==> config.mk <==
export PLATFORM = sky130hd
export DESIGN_NAME = xbar_slave_port
export DESIGN_NICKNAME = d
export VERILOG_FILES = /design/src/rtl/xbar_slave_port.sv
export SDC_FILE = /design/constraint.sdc
export NUM_CORES = 1
export LEC_CHECK = 0
export ABC_AREA = 1
export BUFFER_PORTS_ARGS = -buffer_cell sky130_fd_sc_hd__buf_2
export CORE_AREA = 2 2 106 108
export CTS_BUF_LIST = sky130_fd_sc_hd__clkbuf_4
export CTS_CLUSTER_DIAMETER = 120
export DETAILED_ROUTE_END_ITERATION = 12
export DIE_AREA = 0 0 108 110
export PLACE_DENSITY = 0.89
export SLEW_MARGIN = 20
export SYNTH_ARGS = -nofsm -noshare
export SYNTH_HDL_FRONTEND = slang
export SYNTH_SLANG_ARGS = --single-unit
==> constraint.sdc <==
create_clock -name clk -period 2.65 [get_ports clk]
set_input_delay 0.3975 -clock clk [delete_from_list [all_inputs] [get_ports clk]]
set_output_delay 0.3975 -clock clk [all_outputs]
set_load 0.01 [all_outputs]
==> src/rtl/xbar_slave_port.sv <==
`default_nettype none
// ============================================================================
// Module   : xbar_slave_port
// Purpose  : Slave-side stage of the cross-bar. It sits behind the per-slave
//            round-robin arbiter, takes the arbiter's one-hot grant, and
//            latches the winning master's transaction. It then drives that
//            transaction onto the slave bus, routes the ack and read data back
//            to the owning master only, and pulses arb_ack to the arbiter
//            when the transaction completes.
// Ports    : clk, rst (async, active-low)
//            grant    [N]     one-hot grant from arbiter
//            arb_ack          completion pulse to arbiter
//            m_req    [N]     per-master request
//            m_addr   [N*AW]  per-master address (master i at [i*AW +: AW])
//            m_cmd    [N]     per-master command (0 read, 1 write)
//            m_wdata  [N*DW]  per-master write data (master i at [i*DW +: DW])
//            m_ack    [N]     per-master ack (pass-through of s_ack to owner)
//            m_rvalid [N]     per-master read-data-valid
//            m_rdata  [DW]    shared read data, qualified by m_rvalid
//            s_req, s_addr, s_cmd, s_wdata  slave request bus
//            s_ack, s_rdata                 slave response
// Revision : 1.0 - initial release
// ============================================================================
module xbar_slave_port #(
    parameter int N  = 2,
    parameter int AW = 32,
    parameter int DW = 32
) (
    input  logic            clk,
    input  logic            rst,
    input  logic [N-1:0]    grant,
    output logic            arb_ack,
    input  logic [N-1:0]    m_req,
    input  logic [N*AW-1:0] m_addr,
    input  logic [N-1:0]    m_cmd,
    input  logic [N*DW-1:0] m_wdata,
    output logic [N-1:0]    m_ack,
    output logic [N-1:0]    m_rvalid,
    output logic [DW-1:0]   m_rdata,
    output logic            s_req,
    output logic [AW-1:0]   s_addr,
    output logic            s_cmd,
    output logic [DW-1:0]   s_wdata,
    input  logic            s_ack,
    input  logic [DW-1:0]   s_rdata
);

    localparam int IW = (N > 1) ? $clog2(N) : 1;

    typedef enum logic [1:0] {
        IDLE  = 2'd0,
        REQ   = 2'd1,
        RDATA = 2'd2,
        DONE  = 2'd3
    } state_t;

    state_t          state;
    logic [IW-1:0]   owner;
    logic [N-1:0]    owner_onehot;

    logic            grant_onehot;
    logic [IW-1:0]   grant_idx;
    logic            capture;

    // A grant is only honoured when exactly one bit is set; x & (x-1) clears
    // the lowest set bit, so a zero result means at most one bit was set.
    assign grant_onehot = (grant != '0) && ((grant & (grant - N'(1))) == '0);

    always_comb begin
        grant_idx = '0;
        for (int i = 0; i < N; i++) begin
            if (grant[i]) begin
                grant_idx = IW'(i);
            end
        end
    end

    assign capture      = grant_onehot && ((grant & m_req) != '0);
    assign owner_onehot = N'(1) << owner;

    // The slave's ack is forwarded combinationally to the owner so the master
    // sees it in the same cycle the slave accepts the request.
    always_comb begin
        m_ack = '0;
        if ((state == REQ) && s_ack) begin
            m_ack = owner_onehot;
        end
    end

    always_ff @(posedge clk or negedge rst) begin
        if (!rst) begin
            state    <= IDLE;
            owner    <= '0;
            s_req    <= 1'b0;
            s_addr   <= '0;
            s_cmd    <= 1'b0;
            s_wdata  <= '0;
            m_rdata  <= '0;
            m_rvalid <= '0;
            arb_ack  <= 1'b0;
        end else begin
            // Completion strobes are single-cycle; they are re-armed only on
            // the transition into DONE.
            arb_ack  <= 1'b0;
            m_rvalid <= '0;
            case (state)
                IDLE: begin
                    if (capture) begin
                        owner   <= grant_idx;
                        s_addr  <= m_addr[grant_idx*AW +: AW];
                        s_cmd   <= m_cmd[grant_idx];
                        s_wdata <= m_wdata[grant_idx*DW +: DW];
                        s_req   <= 1'b1;
                        state   <= REQ;
                    end
                end
                REQ: begin
                    if (s_ack) begin
                        s_req <= 1'b0;
                        if (s_cmd) begin
                            arb_ack <= 1'b1;
                            state   <= DONE;
                        end else begin
                            state   <= RDATA;
                        end
                    end
                end
                RDATA: begin
                    // Slave read data arrives one cycle after its ack.
                    m_rdata  <= s_rdata;
                    m_rvalid <= owner_onehot;
                    arb_ack  <= 1'b1;
                    state    <= DONE;
                end
                DONE: begin
                    state <= IDLE;
                end
                default: begin
                    state <= IDLE;
                end
            endcase
        end
    end

endmodule
`default_nettype wire

==> summary.txt <==
Status
  – Status: complete, no violations

Floorplan
  – Chip Width: ~110 µm
  – Die Span Y: 110 µm
  – FP Rows: 38
  – CORE AREA: around 0.011 mm²
  – Initial Utilization: approximately 44%
  – Die area: between 0.01 and 0.015 mm²
  – Ports: between 200 and 300

Global routing
  – Vias in the first global route: ~3700
  – First-pass GRT wire length: ~17 mm
  – Initial antenna violation count: 1
  – Global Route Usage Sum: between 10% and 20%
  – Congestion Overflow GR: 0
  – Pin count of the biggest net entering global routing: 73

Route
  – Starting DRT DRC Count: between 200 and 300
  – DR vias/cell: between 4 and 5
  – Detailed-route via count: 4039
  – Drt pass-1 iters: 6
  – Drt drc: 0
  – Routed len/inst: around 13 µm
  – Routed Antenna Nets: 0
  – Final WL: between 10 and 15 mm

STA
  – TNS Setup: 0 ns
  – Final setup fails: 0
  – Fin. Hold Viols: 0
  – F_max: about 520 MHz
  – Slew headroom: a little over half
  – RSZ-0062 raised after global routing: false
  – Hold_ws: 0.159 ns
  – Clock Skews: roughly 0.0060 ns
  – Post-route minimum period: roughly 1.9 ns
  – Slew @ Worst Pin: around 0.71 ns
  – Final worst-path cycle share: just over 70%
  – Slew Limit Fails: 0

Run
  – Total of max-cap violations: 0

Hold path
  – Hold/Removal Path Class: input port to register

Yosys
  – Yosys warning total: 0
  – Syn nets: 640
  – Cell accounting for the most synthesized area: dfrtp_1
  – Most frequent cell after synthesis: nand2_1
  – Synth area leaders: dfrtp_1, mux2i_1, nand2_1, o21ai_1, o21ai_0
  – Sequential element share of the synthesized area: a little under three fifths
  – Yosys reg bits: 104
  – Count of unique library cells instantiated by Yosys: 21
  – Post-synth EDFFs: 0
  – Synth cell count leaders: nand2_1, dfrtp_1, mux2i_1, o21ai_1, o21ai_0
  – Async SR Flop Fraction: 100%
  – Syn Inst Count: 467
  – Syn Std Cell Area: around 0.0047 mm²
  – Syn avg cell area: between 10 and 15 µm²
  – Top cell type's share of synthesized area: a little under three fifths
  – Prevailing post-synth register cell: dfrtp_1

Clock network
  – CTS sink cnt: between 100 and 150
  – CTS H-Tree Depth: 3
  – CTS root buffer: clkbuf_4
  – Clk buf depth: 2
  – Worst-path clk slew: between 0.1 and 0.15 ns
  – Resize count post-CTS: 0
  – Clk_lat worst skew: roughly 0.42 ns
  – CTS buffer count: 9
  – TritonCTS clock tree: yes

Finish
  – Layout area overhead: 32.6%
  – Layout cells sized above 1: 42.1%
  – NumNets Final: 900
  – Final Non-Filler Cells: 873

Place
  – GP Congestion: between 0.8 and 0.9
  – DP Cell Count: roughly 860
  – Port bufs: roughly 270
  – DP HPWL: just under 9 mm

Critical path
  – Crit path max fanout: 5
  – Critical Path RT: 2.25 ns
  – Worst EP arrival: 1.53 ns
  – Setup crit end kind: primary output
  – Setup crit start kind: register
  – Critical path type: register to primary output

Power
  – Reg power frac: 45.0%
  – Cell area power density: approximately 1000 mW/mm²
  – Int Pwr: about 3600 µW
  – VDD IR-drop max: approximately 0.5 mV
  – Clock power frac: between 10% and 20%
  – Leak pwr: roughly 0.0036 µW
  – Sw Pwr: between 2000 and 2500 µW
  – Comb pwr share: 43.9%
  – Switch share: about two fifths
## repair_timing
item                                   in CTS  in global routing
setup buffers                               0                  0
endpoints found under the hold margin      30                  0
hold buffers                                1                  0
## flip-flops by register name (all words and copies together), names as in the netlist
register	flops
m_rdata	32
s_addr	32
s_wdata	32
m_rvalid	2
state	2
arb_ack	1
owner	1
s_cmd	1
s_req	1
## critical path, cell delays in order (launching register included)
cell     delay [ns]
dfrtp_1        0.44
inv_1          0.12
ha_1           0.24
nand2_1        0.09
nor2_1         0.08
buf_2          0.14
## power groups by stage
stage	Sequential (µW)	Combinational (µW)	Clock, µW
after global placement	2710	2580	0
after global routing	2810	2970	775
after floorplan	3080	1160	0
after detailed placement	2730	2700	0
final	2710	2650	671
after CTS	2710	2690	712
## cell families after synthesis
| logic type | count (synthesis) | synth area share, % |
|---|---|---|
| AOI/OAI and AO/OA | 67 | 8.26 |
| adders and majority gates | 4 | 1.07 |
| buffers and inverters | 39 | 5.35 |
| DFF | 104 | 55.6 |
| muxes | 65 | 13.9 |
| and+or+nand+nor | 188 | 15.8 |
## worst paths after layout
kind	start	endpoint	slack (ns)	cells after the start
setup / recovery	state[1]$_DFFE_PN0P_	m_ack[1]	0.72	5
hold / removal	s_rdata[31]	m_rdata[31]$_DFFE_PN0N_	0.16	3
setup reg to reg	state[0]$_DFFE_PN0P_	s_wdata[13]$_DFFE_PN0P_	0.99	5
hold reg to reg	m_rdata[24]$_DFFE_PN0N_	m_rdata[24]$_DFFE_PN0N_	0.48	2
max in group asynchronous	rst	s_addr[16]$_DFFE_PN0P_	1.40	3
min in group asynchronous	rst	s_addr[31]$_DFFE_PN0P_	0.54	2
## metal layers
| metal | up-vias | track usage [%] | part of all wire [%] |
|---|---|---|---|
| met1 | 1825 | 22.3 | 39 |
| met3 | 20 | 4.12 | 6.0 |
| met5 | - | 0 | 0 |
| met4 | 0 | 8.06 | 2.2 |
| li1 | 2049 | - | - |
| met2 | 145 | 33.5 | 52 |
## placed cells by master (no fill, tap or decap), drive strengths merged
master,synthesis,routed
nand3,9,9
clkinv,1,5
inv,9,9
dfrtp,104,104
nand3b,1,1
nand2,175,175
clkinvlp,0,1
a21boi,1,1
ha,4,4
o21ai,66,66
dlygate4sd3,0,1
buf,18,277
mux2i,65,65
clkbuf,11,11
nor2,3,3
diode,0,1
## cell type report
class                   count  area (µm²)
diodes                      1        2.50
clock buffers              11        82.6
clock inverters             5        23.8
fillers                   959        4490
inverters                  10        37.5
multi-input cells         324        1830
flip-flops and latches    104        2600
well taps                 140         175
repair buffers            278        1450
## stage by stage
stage	util (%)	worst slack [ns]	power, µW	area, µm²
final	58.0	0.725	6030	6210
after global routing	58.0	0.584	6550	6210
after CTS	58.0	0.670	6110	6200
after detailed placement	56.9	0.768	5430	6090
after global placement	56.9	0.883	5290	6090
after floorplan	-	1.30	4240	4680
Note: power is estimated with default switching activity, not from simulation.
